<file path="src/rtl/multicycle_ctrl_pkg.sv">
// Shared definitions for the multicycle controller: state encoding, opcode
// constants, pc_sel codes and an opcode classifier used by the FSM.
// The datapath can import this package to stay consistent with the controller.
package multicycle_ctrl_pkg;

  // State encoding; the numeric values are also visible on state_o.
  typedef enum logic [3:0] {
    ST_FETCH   = 4'd0,
    ST_DECODE  = 4'd1,
    ST_EXECUTE = 4'd2,
    ST_MEMORY  = 4'd3,
    ST_WRITEBK = 4'd4,
    ST_CONTROL = 4'd5,
    ST_HALT    = 4'd6,
    ST_TRAP    = 4'd7
  } state_e;

  // Opcode map (5-bit base encoding)
  localparam logic [4:0] OP_ALU_LAST = 5'b01001;  // 00000..01001 are ALU ops
  localparam logic [4:0] OP_LOAD     = 5'b01010;
  localparam logic [4:0] OP_STORE    = 5'b01011;
  localparam logic [4:0] OP_NOP      = 5'b01100;
  localparam logic [4:0] OP_JMP      = 5'b01101;
  localparam logic [4:0] OP_BEQ      = 5'b01110;
  localparam logic [4:0] OP_BNE      = 5'b01111;
  localparam logic [4:0] OP_CALL     = 5'b10000;
  localparam logic [4:0] OP_RET      = 5'b10001;
  localparam logic [4:0] OP_HALT     = 5'b11111;

  // pc_sel codes
  localparam logic [1:0] PC_SEL_NEXT   = 2'b00;  // PC+1
  localparam logic [1:0] PC_SEL_JUMP   = 2'b01;  // jump / call target
  localparam logic [1:0] PC_SEL_BRANCH = 2'b10;  // branch target
  localparam logic [1:0] PC_SEL_RETURN = 2'b11;  // return address

  localparam int WAIT_CNT_W = 8;

  typedef enum logic [2:0] {
    CLS_ALU,
    CLS_LOAD,
    CLS_STORE,
    CLS_NOP,
    CLS_CTRL,
    CLS_HALT,
    CLS_ILLEGAL
  } op_class_e;

  // Opcode is passed zero-extended to 32 bits so the classifier works for
  // any OPCODE_W >= 5.
  function automatic op_class_e classify(input logic [31:0] op);
    op_class_e cls;
    if (op <= 32'(OP_ALU_LAST))        cls = CLS_ALU;
    else if (op == 32'(OP_LOAD))       cls = CLS_LOAD;
    else if (op == 32'(OP_STORE))      cls = CLS_STORE;
    else if (op == 32'(OP_NOP))        cls = CLS_NOP;
    else if (op <= 32'(OP_RET))        cls = CLS_CTRL;   // JMP..RET
    else if (op == 32'(OP_HALT))       cls = CLS_HALT;
    else                               cls = CLS_ILLEGAL;
    return cls;
  endfunction

endpackage

</file>
<file path="src/rtl/multicycle_ctrl_wait_timer.sv">
// ctrl_wait_timer: memory wait-state counter with timeout compare.
// Ports:
//   clk, reset : clock and synchronous active-high reset
//   clear      : restart the count (asserted when the FSM changes state)
//   waiting    : FSM is in a memory-wait state and mem_ready is low
//   timeout    : count has reached WAIT_MAX while still waiting
module ctrl_wait_timer
  import multicycle_ctrl_pkg::*;
#(
  parameter int WAIT_MAX = 15  // legal range 1..255
) (
  input  logic clk,
  input  logic reset,
  input  logic clear,
  input  logic waiting,
  output logic timeout
);

  logic [WAIT_CNT_W-1:0] count_reg;

  // Clear wins over increment: the cycle that leaves a wait state (including
  // the timeout cycle itself) must leave the counter at zero for the next
  // wait state.
  always_ff @(posedge clk) begin
    if (reset) begin
      count_reg <= '0;
    end else if (clear) begin
      count_reg <= '0;
    end else if (waiting) begin
      count_reg <= count_reg + WAIT_CNT_W'(1);
    end
  end

  assign timeout = waiting && (count_reg == WAIT_CNT_W'(WAIT_MAX));

endmodule

</file>
<file path="src/rtl/multicycle_ctrl.sv">
// multicycle_ctrl: control FSM for a multicycle CPU.
// Ports:
//   clk, reset            : clock, synchronous active-high reset
//   opcode                : IR opcode, stable from DECODE until next FETCH
//   mem_ready             : memory completes the current access this cycle
//   zero_flag             : ALU zero result, used by BEQ/BNE in CONTROL
//   mem_read, mem_write   : memory strobes
//   reg_write, load_IR    : register file / IR write enables
//   pc_enable, pc_sel     : PC update enable and source select
//   ALU_op                : ALU operation (opcode during EXECUTE, else 0)
//   halted, trap, bus_err : sticky status (bus_err = trap caused by timeout)
//   state_o               : debug state code
module multicycle_ctrl
  import multicycle_ctrl_pkg::*;
#(
  parameter int OPCODE_W = 5,
  parameter int PC_SEL_W = 2,
  parameter int WAIT_MAX = 15
) (
  input  logic                clk,
  input  logic                reset,
  input  logic [OPCODE_W-1:0] opcode,
  input  logic                mem_ready,
  input  logic                zero_flag,
  output logic                mem_read,
  output logic                mem_write,
  output logic                reg_write,
  output logic                load_IR,
  output logic                pc_enable,
  output logic [OPCODE_W-1:0] ALU_op,
  output logic [PC_SEL_W-1:0] pc_sel,
  output logic                halted,
  output logic                trap,
  output logic                bus_err,
  output logic [3:0]          state_o
);

  state_e    state_reg, state_next;
  logic      bus_err_reg, bus_err_next;
  op_class_e op_class;
  logic      mem_wait;
  logic      wait_timeout;
  logic      timer_clear;
  logic [31:0] opcode_ext;

  assign opcode_ext = 32'(opcode);
  assign op_class   = classify(opcode_ext);

  // Only FETCH and MEMORY wait on memory; MEMORY is only reached by LOAD/STORE.
  assign mem_wait    = ((state_reg == ST_FETCH) || (state_reg == ST_MEMORY)) && !mem_ready;
  // Any state change restarts the counter, which covers entry to FETCH/MEMORY.
  assign timer_clear = (state_next != state_reg);

  ctrl_wait_timer #(
    .WAIT_MAX (WAIT_MAX)
  ) u_wait_timer (
    .clk     (clk),
    .reset   (reset),
    .clear   (timer_clear),
    .waiting (mem_wait),
    .timeout (wait_timeout)
  );

  // State register
  always_ff @(posedge clk) begin
    if (reset) begin
      state_reg   <= ST_FETCH;
      bus_err_reg <= 1'b0;
    end else begin
      state_reg   <= state_next;
      bus_err_reg <= bus_err_next;
    end
  end

  // Next-state logic
  always_comb begin
    state_next   = state_reg;
    bus_err_next = bus_err_reg;
    case (state_reg)
      ST_FETCH: begin
        if (mem_ready) begin
          state_next = ST_DECODE;
        end else if (wait_timeout) begin
          state_next   = ST_TRAP;
          bus_err_next = 1'b1;
        end
      end
      ST_DECODE: begin
        case (op_class)
          CLS_HALT:    state_next = ST_HALT;
          CLS_ILLEGAL: state_next = ST_TRAP;
          default:     state_next = ST_EXECUTE;
        endcase
      end
      ST_EXECUTE: begin
        case (op_class)
          CLS_LOAD, CLS_STORE: state_next = ST_MEMORY;
          CLS_CTRL:            state_next = ST_CONTROL;
          CLS_NOP:             state_next = ST_FETCH;
          default:             state_next = ST_WRITEBK;
        endcase
      end
      ST_MEMORY: begin
        // A ready in the timeout cycle still completes the access normally.
        if (mem_ready) begin
          state_next = (op_class == CLS_LOAD) ? ST_WRITEBK : ST_FETCH;
        end else if (wait_timeout) begin
          state_next   = ST_TRAP;
          bus_err_next = 1'b1;
        end
      end
      ST_WRITEBK: state_next = ST_FETCH;
      ST_CONTROL: state_next = ST_FETCH;
      ST_HALT:    state_next = ST_HALT;
      ST_TRAP:    state_next = ST_TRAP;
      default:    state_next = ST_FETCH;
    endcase
  end

  // Output decode. While reset is asserted the outputs already show the
  // FETCH idle pattern so downstream logic never sees a stale strobe.
  always_comb begin
    mem_read  = 1'b0;
    mem_write = 1'b0;
    reg_write = 1'b0;
    load_IR   = 1'b0;
    pc_enable = 1'b0;
    pc_sel    = PC_SEL_W'(PC_SEL_NEXT);
    ALU_op    = '0;
    halted    = 1'b0;
    trap      = 1'b0;
    if (reset) begin
      mem_read = 1'b1;
    end else begin
      case (state_reg)
        ST_FETCH: begin
          mem_read = 1'b1;
          if (mem_ready) begin
            load_IR   = 1'b1;
            pc_enable = 1'b1;
            pc_sel    = PC_SEL_W'(PC_SEL_NEXT);
          end
        end
        ST_EXECUTE: ALU_op = opcode;
        ST_MEMORY: begin
          if (op_class == CLS_LOAD) mem_read  = 1'b1;
          else                      mem_write = 1'b1;
        end
        ST_WRITEBK: reg_write = 1'b1;
        ST_CONTROL: begin
          if ((opcode_ext == 32'(OP_JMP)) || (opcode_ext == 32'(OP_CALL))) begin
            pc_enable = 1'b1;
            pc_sel    = PC_SEL_W'(PC_SEL_JUMP);
          end else if (opcode_ext == 32'(OP_RET)) begin
            pc_enable = 1'b1;
            pc_sel    = PC_SEL_W'(PC_SEL_RETURN);
          end else if (((opcode_ext == 32'(OP_BEQ)) && zero_flag) ||
                       ((opcode_ext == 32'(OP_BNE)) && !zero_flag)) begin
            pc_enable = 1'b1;
            pc_sel    = PC_SEL_W'(PC_SEL_BRANCH);
          end
        end
        ST_HALT: halted = 1'b1;
        ST_TRAP: trap   = 1'b1;
        default: ;
      endcase
    end
  end

  assign bus_err = bus_err_reg && !reset;
  assign state_o = reset ? 4'(ST_FETCH) : 4'(state_reg);

endmodule

</file>
<file path="config.mk">
export PLATFORM = sky130hd
export DESIGN_NAME = multicycle_ctrl
export DESIGN_NICKNAME = d
export VERILOG_FILES = /design/src/rtl/multicycle_ctrl_pkg.sv /design/src/rtl/multicycle_ctrl_wait_timer.sv /design/src/rtl/multicycle_ctrl.sv
export SDC_FILE = /design/constraint.sdc
export NUM_CORES = 1
export LEC_CHECK = 0
export BUFFER_PORTS_ARGS = -buffer_cell sky130_fd_sc_hd__buf_4
export CAP_MARGIN = 40
export CORE_ASPECT_RATIO = 0.6
export CORE_MARGIN = 1.5
export CORE_UTILIZATION = 53
export DETAILED_ROUTE_END_ITERATION = 16
export GPL_TIMING_DRIVEN = 1
export PLACE_DENSITY = 0.88
export SLEW_MARGIN = 10
export SYNTH_ARGS = -nofsm -noshare
export SYNTH_HDL_FRONTEND = slang
export SYNTH_HIERARCHICAL = 1
export SYNTH_SLANG_ARGS = --single-unit
</file>
<file path="constraint.sdc">
create_clock -name clk -period 3.6 [get_ports clk]
set_input_delay 0.18 -clock clk [delete_from_list [all_inputs] [get_ports clk]]
set_output_delay 0.18 -clock clk [all_outputs]
set_load 0.01 [all_outputs]
</file>
==> flow_metrics.tcl, run 1 <==
set metrics [dict create \
    yosysSeqAreaShare 0.214 \
    synth_edf_count 0 \
    finalPower_mw 0.352 \
    clock.fmax_ghz 0.327 \
    grt_max_degree 17 \
    status "completed" \
    cp_max_fo 14 \
    synth_nets 183 \
    synth_ff_type "dfxtp_1" \
    hpwl_um 2590 \
    cts_buffers 3 \
    wl_um 3530 \
    drt-vias-per-instance 6.41 \
    ys_seq_elements 13 \
    initial_utilization 0.562 \
    routabilityCongestion 0.908 \
    start_kind "flop" \
    remaining_drc_errors 0 \
    syn-instance-count 173 \
    ant_nets 0 \
    syn_area_per_cell_um2 7.02 \
    diodes 0 \
    firstDrtPassIters 5 \
    first_global_vias 1169 \
    setup_violations 0 \
    crit_required_ns 3.73 \
    die_y_um 40.1 \
    power.density_nw_per_um2 243 \
    leakage_nw 0.568 \
    worst_slack_ns 0.543 \
    area_growth_pct 19.1 \
    fin_util 0.669 \
    slew_violations 0 \
    core_um2 2160 \
    clock_latency_ns 0.24 \
    finalCritPeriodShare 0.849 \
    num_vias 1423 \
    relSlewSlack 0.570 \
    yosys_warnings 6 \
    die_x_um 64.8 \
    drtIter0Drc 166 \
    postCtsResizedCells 0 \
    path_class "reg -> reg" \
    cts-root-buf "clkbuf_8" \
    yosys.cell_types.count 55 \
    hold_viol 0 \
    dp_slack_ns 0.714 \
    worst_pin_slew_ns 0.639 \
    wl_per_cell_um 15.9 \
    post-place-cells 218 \
    post_cts_buffers 0 \
    syn-cell-area_um2 1210 \
    antenna_found_initial 0 \
    fin_nets 203 \
    endpoint_kind "flop" \
    io_pins 28 \
    final.fill_count 169 \
    cts_hold_buf 0 \
    seq_area_um2 260 \
    arrival_ns 3.18 \
    cts_max_level 1 \
    fin_cells 222 \
    dieArea_um2 2600 \
    maxCapViolCount 0 \
    peakVddDrop_mv 0.158 \
    finalClockSkew_ns 0.00173 \
    min_path_type "in -> reg" \
    path_clk_slew_ns 0.06 \
    grt_pass1_wl_um 5340 \
    grt_overflow 0 \
    drive_gt1_frac 0.229 \
    largest_reg_flops 8 \
    synth_async_sr_flop_share 0 \
    layout_min_cycle_time_ns 3.06 \
    multi_input_area_um2 866 \
    clock_path_buffers 2 \
    rows 13 \
    clock_sinks 13 \
    finalSetupTns_ns 0 \
    grt_setup_unrepaired "no" \
    cts_tree "yes" \
    io_buffers 27 \
    grtUsageTotal 0.277 \
]
## final timing paths
path / slack (ns) / start / cells past startpoint / to
setup / recovery: 0.54 / state_reg[3] / 12 / u_wait_timer/count_reg[3]
hold / removal: 0.21 / reset / 2 / bus_err_reg
setup reg to reg: 0.54 / state_reg[3] / 12 / u_wait_timer/count_reg[3]
hold reg to reg: 0.48 / bus_err_reg / 2 / bus_err_reg
## synth_stat cells, types with 2 or more instances
master / count / area [µm²]
o21ai_1: 2 / 10.0
o22ai_2: 2 / 25.0
o21bai_1: 2 / 15.0
inv_1: 3 / 11.3
dfxtp_1: 13 / 260
nand4_1: 2 / 12.5
nor4_1: 2 / 12.5
xor2_1: 4 / 35.0
a31oi_1: 2 / 12.5
buf_2: 7 / 35.0
a211oi_1: 2 / 15.0
nand2b_1: 2 / 12.5
or2_1: 3 / 18.8
nor2_1: 28 / 105
nor2b_1: 9 / 56.3
clkbuf_1: 5 / 18.8
a21oi_1: 15 / 75.1
o21ai_0: 8 / 40.0
a2bb2oi_1: 2 / 17.5
and2_1: 5 / 31.3
nand2_1: 7 / 26.3
nor3_1: 5 / 25.0
or3_1: 3 / 18.8
a22oi_1: 2 / 15.0
or2_2: 3 / 18.8
nand3_1: 6 / 30.0
## cell type report
type,count,area share
multi-input cells,142,0.599
flip-flops and latches,13,0.180
repair buffers,30,0.156
clock buffers,3,0.0285
well taps,30,0.0260
inverters,3,0.00779
clock inverters,1,0.00346
## layout by cell type, fill, tap and decap left out, drive strengths merged, types with 2 or more instances in the layout
cell type and instances:
a211oi 3, a21oi 15, a22oi 2, a2bb2oi 2, a31oi 2, and2 5
buf 30, clkbuf 3, dfxtp 13, inv 3, nand2 7, nand2b 2
nand3 6, nand4 3, nor2 28, nor2b 9, nor3 5, nor4 3
o21ai 10, o21bai 2, o22ai 3, or2 6, or3 3, or4 2
xor2 4
## routing by layer
metal  global-route usage  routed length (µm)
met3                0.101                 431
met5                    0                   0
met2                0.446                1520
met1                0.367                1520
met4               0.0479                  57
## kinds of logic after synthesis
logic type | after synthesis | share of synthesized area
adders and majority gates | 1 | 0.0103
other | 1 | 0.00309
AOI/OAI and AO/OA | 48 | 0.265
muxes | 2 | 0.0175
DFF | 13 | 0.214
xor gates and xnor gates | 5 | 0.0360
buffers and inverters | 18 | 0.0731
and+or+nand+nor | 85 | 0.381
## where the power goes
group | total [mW] | internal (mW) | switching, mW
clock network | 0.129 | 0.0764 | 0.0524
logic | 0.0750 | 0.0311 | 0.0439
registers | 0.148 | 0.145 | 0.00283
total | 0.352 | 0.253 | 0.0991
## worst max-delay path, cell delays in order (launching register included)
cell	delay, ns
dfxtp_1	0.41
or2_1	0.46
a211oi_2	0.21
buf_4	0.19
nand4_1	0.15
nor2_1	0.35
nor2b_1	0.28
nand3_1	0.11
a21o_1	0.19
and4_1	0.15
o22ai_2	0.13
or2_2	0.21
nor2_1	0.08
## per-stage QoR
stage                     hold WS (ns)  cell area [µm²]
final                            0.214             1450
after detailed placement         0.461             1400
after global placement           0.451             1400
after CTS                        0.208             1450
after floorplan                  0.429             1210
after global routing             0.219             1450
(Power assumes the default switching activity.)
==> run 2: changes to the inputs <==
ABC_AREA = 1   (was default)
CORE_UTILIZATION = 47   (was 53)
PLACE_DENSITY = 0.84   (was 0.88)
clock period = 2.7 ns   (was 3.6 ns; I/O delays follow)
==> flow_metrics.tcl, run 2 <==
set metrics [dict create \
    grt_pass1_wl_um 4410 \
    ys_seq_elements 13 \
    dieArea_um2 2650 \
    crit_path_end "u_wait_timer/count_reg[0]" \
    arrival_ns 2.53 \
    cts_max_level 1 \
    wl_per_cell_um 11.0 \
    drive_gt1_frac 0.301 \
    cts_buffers 3 \
    place_area_um2 1350 \
    layout_commonest_cell "nand2_1" \
    routabilityCongestion 1.01 \
    path_clk_slew_ns 0.05 \
    drtIter0Drc 119 \
    core_um2 2180 \
    peakVddDrop_mv 0.284 \
    ant_nets 0 \
    swShare 0.275 \
    layout_min_cycle_time_ns 2.36 \
    diodes 0 \
    fin_nets 227 \
    io_buffers 27 \
    p_switching_mw 0.127 \
    grtUsageMet1 0.356 \
    syn-instance-count 184 \
    synth_nets 194 \
    drt-vias-per-instance 4.93 \
    cts-root-buf "clkbuf_8" \
    fin_cells 246 \
    yosys_warnings 6 \
    postCtsResizedCells 0 \
    post-place-cells 242 \
    finalClockSkew_ns 0.000802 \
    clock.fmax_ghz 0.424 \
    largest_reg_flops 8 \
    antenna_found_initial 0 \
    remaining_drc_errors 0 \
    first_global_vias 974 \
    busiest_layer "met1" \
    synth_top_area_share 0.237 \
    design_area_um2 1400 \
    grt_setup_unrepaired "no" \
    power.density_nw_per_um2 330 \
    clock_sinks 13 \
    synth_area_leaders "dfxtp_1, nand2_1, nor2_1" \
    die_x_um 65.4 \
    internal_power_mw 0.336 \
    startpoint "state_reg[0]" \
    timing.rr.start "state_reg[0]" \
    finalCritPeriodShare 0.873 \
    clock_latency_ns 0.23 \
    p_seq_frac 0.432 \
    met3_usage 0.0590 \
    post_cts_buffers 0 \
    synth_area_leader_cell "dfxtp_1" \
    leakage_nw 0.651 \
    reg2regPathDepth 18 \
    syn-cell-area_um2 1100 \
    maxCapViolCount 0 \
    grt_max_degree 16 \
    synth_async_sr_flop_share 0 \
    cts_tree "yes" \
    power.share.clock 0.354 \
    combPwrFrac 0.215 \
    r2r_slack_ns 0.34 \
    yosysSeqAreaShare 0.237 \
    grtUsageTotal 0.223 \
    synth_edf_count 0 \
    cp_max_fo 8 \
    synth_most_common_cell "nand2_1" \
    start_kind "flop" \
    wl_um 2710 \
    rr_endpoint "u_wait_timer/count_reg[0]" \
    status "completed" \
    finalSetupTns_ns 0 \
    io_pins 28 \
    clock_path_buffers 2 \
    syn_area_per_cell_um2 5.97 \
    die_y_um 40.5 \
    hpwl_um 2160 \
    crit_required_ns 2.87 \
    area_growth_pct 27.7 \
    rows 13 \
    slew_violations 0 \
    hold_viol 0 \
    firstDrtPassIters 4 \
    num_vias 1213 \
    grtUsageMet2 0.301 \
    endpoint_kind "flop" \
    initial_utilization 0.504 \
    synth_ff_type "dfxtp_1" \
    synthTopCellsByCount "nand2_1, nor2_1, inv_1" \
    cts_hold_buf 0 \
    final_cell_mix "nand2_1, nor2_1, buf_4, inv_1, dfxtp_1" \
    yosys.cell_types.count 29 \
    path_class "reg -> reg" \
    grt_overflow 0 \
    min_path_type "in -> reg" \
    setup_violations 0 \
]
## run 2: changes by cell type after synthesis, moves of 5 or more
cell	delta
a21oi_1	-8
and2_1	-5
buf_2	-7
inv_1	+14
inv_2	+7
nand2_1	+35
nand2_2	+5
nand3_1	+5
nand3_2	+5
nor2_1	+9
nor2_2	+6
nor2b_1	-9
## run 2: layer usage
metal / routed length (µm) / share of wire
met5: 0 / 0
met4: 0 / 0
met3: 155 / 0.057
met2: 987 / 0.36
met1: 1570 / 0.58
## run 2: kinds of logic after synthesis
| logic type | Yosys count | synth area share |
|---|---|---|
| AO/OA/AOI/OAI | 22 | 0.125 |
| buffers and inverters | 26 | 0.0888 |
| other | 1 | 0.00341 |
| adder cells (fa/ha/maj) | 1 | 0.0114 |
| AND/OR/NAND/NOR | 121 | 0.534 |
| flip-flops | 13 | 0.237 |
## run 2: critical path, stage by stage, from the launching register on
cell	delay, ns
dfxtp_1	0.42
nand2_1	0.16
nor2_4	0.16
nand2_2	0.07
o21ai_2	0.08
nand3_2	0.09
nor2_2	0.18
nor2_1	0.08
nor2_1	0.09
nand2_1	0.09
o21ai_2	0.09
inv_2	0.05
nand3_1	0.07
nand2_1	0.05
nor2_1	0.09
nand2_1	0.10
nor2_4	0.20
o21ai_0	0.11
a21oi_1	0.11
## run 2: how the worst min path moves through the flow
stage | start | endpoint | slack (ns) | cells past startpoint
3_5_place_dp | reset | state_reg[2] | 0.44 | 2
6_report | reset | bus_err_reg | 0.21 | 2
4_1_cts | reset | bus_err_reg | 0.19 | 2
2_1_floorplan | reset | state_reg[1] | 0.31 | 3
3_3_place_gp | reset | bus_err_reg | 0.44 | 2
5_1_grt | reset | state_reg[2] | 0.21 | 2
## run 2: cell type report
cell class | instances | area (µm²)
timing repair buffer | 29 | 218
sequential | 13 | 260
fill | 205 | 777
multi-input combinational | 145 | 748
tap | 30 | 37.5
inverter | 25 | 93.8
clock buffer | 4 | 45.0
## run 2: through the flow
step	power [mW]	hold slack, ns	util	setup slack (ns)
after floorplan	0.263	0.309	-	0.410
after global placement	0.299	0.441	0.619	0.371
after detailed placement	0.299	0.441	0.619	0.282
after CTS	0.465	0.194	0.640	0.234
after global routing	0.493	0.213	0.644	0.0419
final	0.464	0.210	0.644	0.342
## run 2: power groups by stage
stage	logic, mW	clock network [mW]	registers (mW)
final	0.0995	0.164	0.200
after global routing	0.110	0.182	0.200
after CTS	0.0959	0.169	0.200
after detailed placement	0.0954	0	0.204
after global placement	0.0954	0	0.204
after floorplan	0.0600	0	0.203
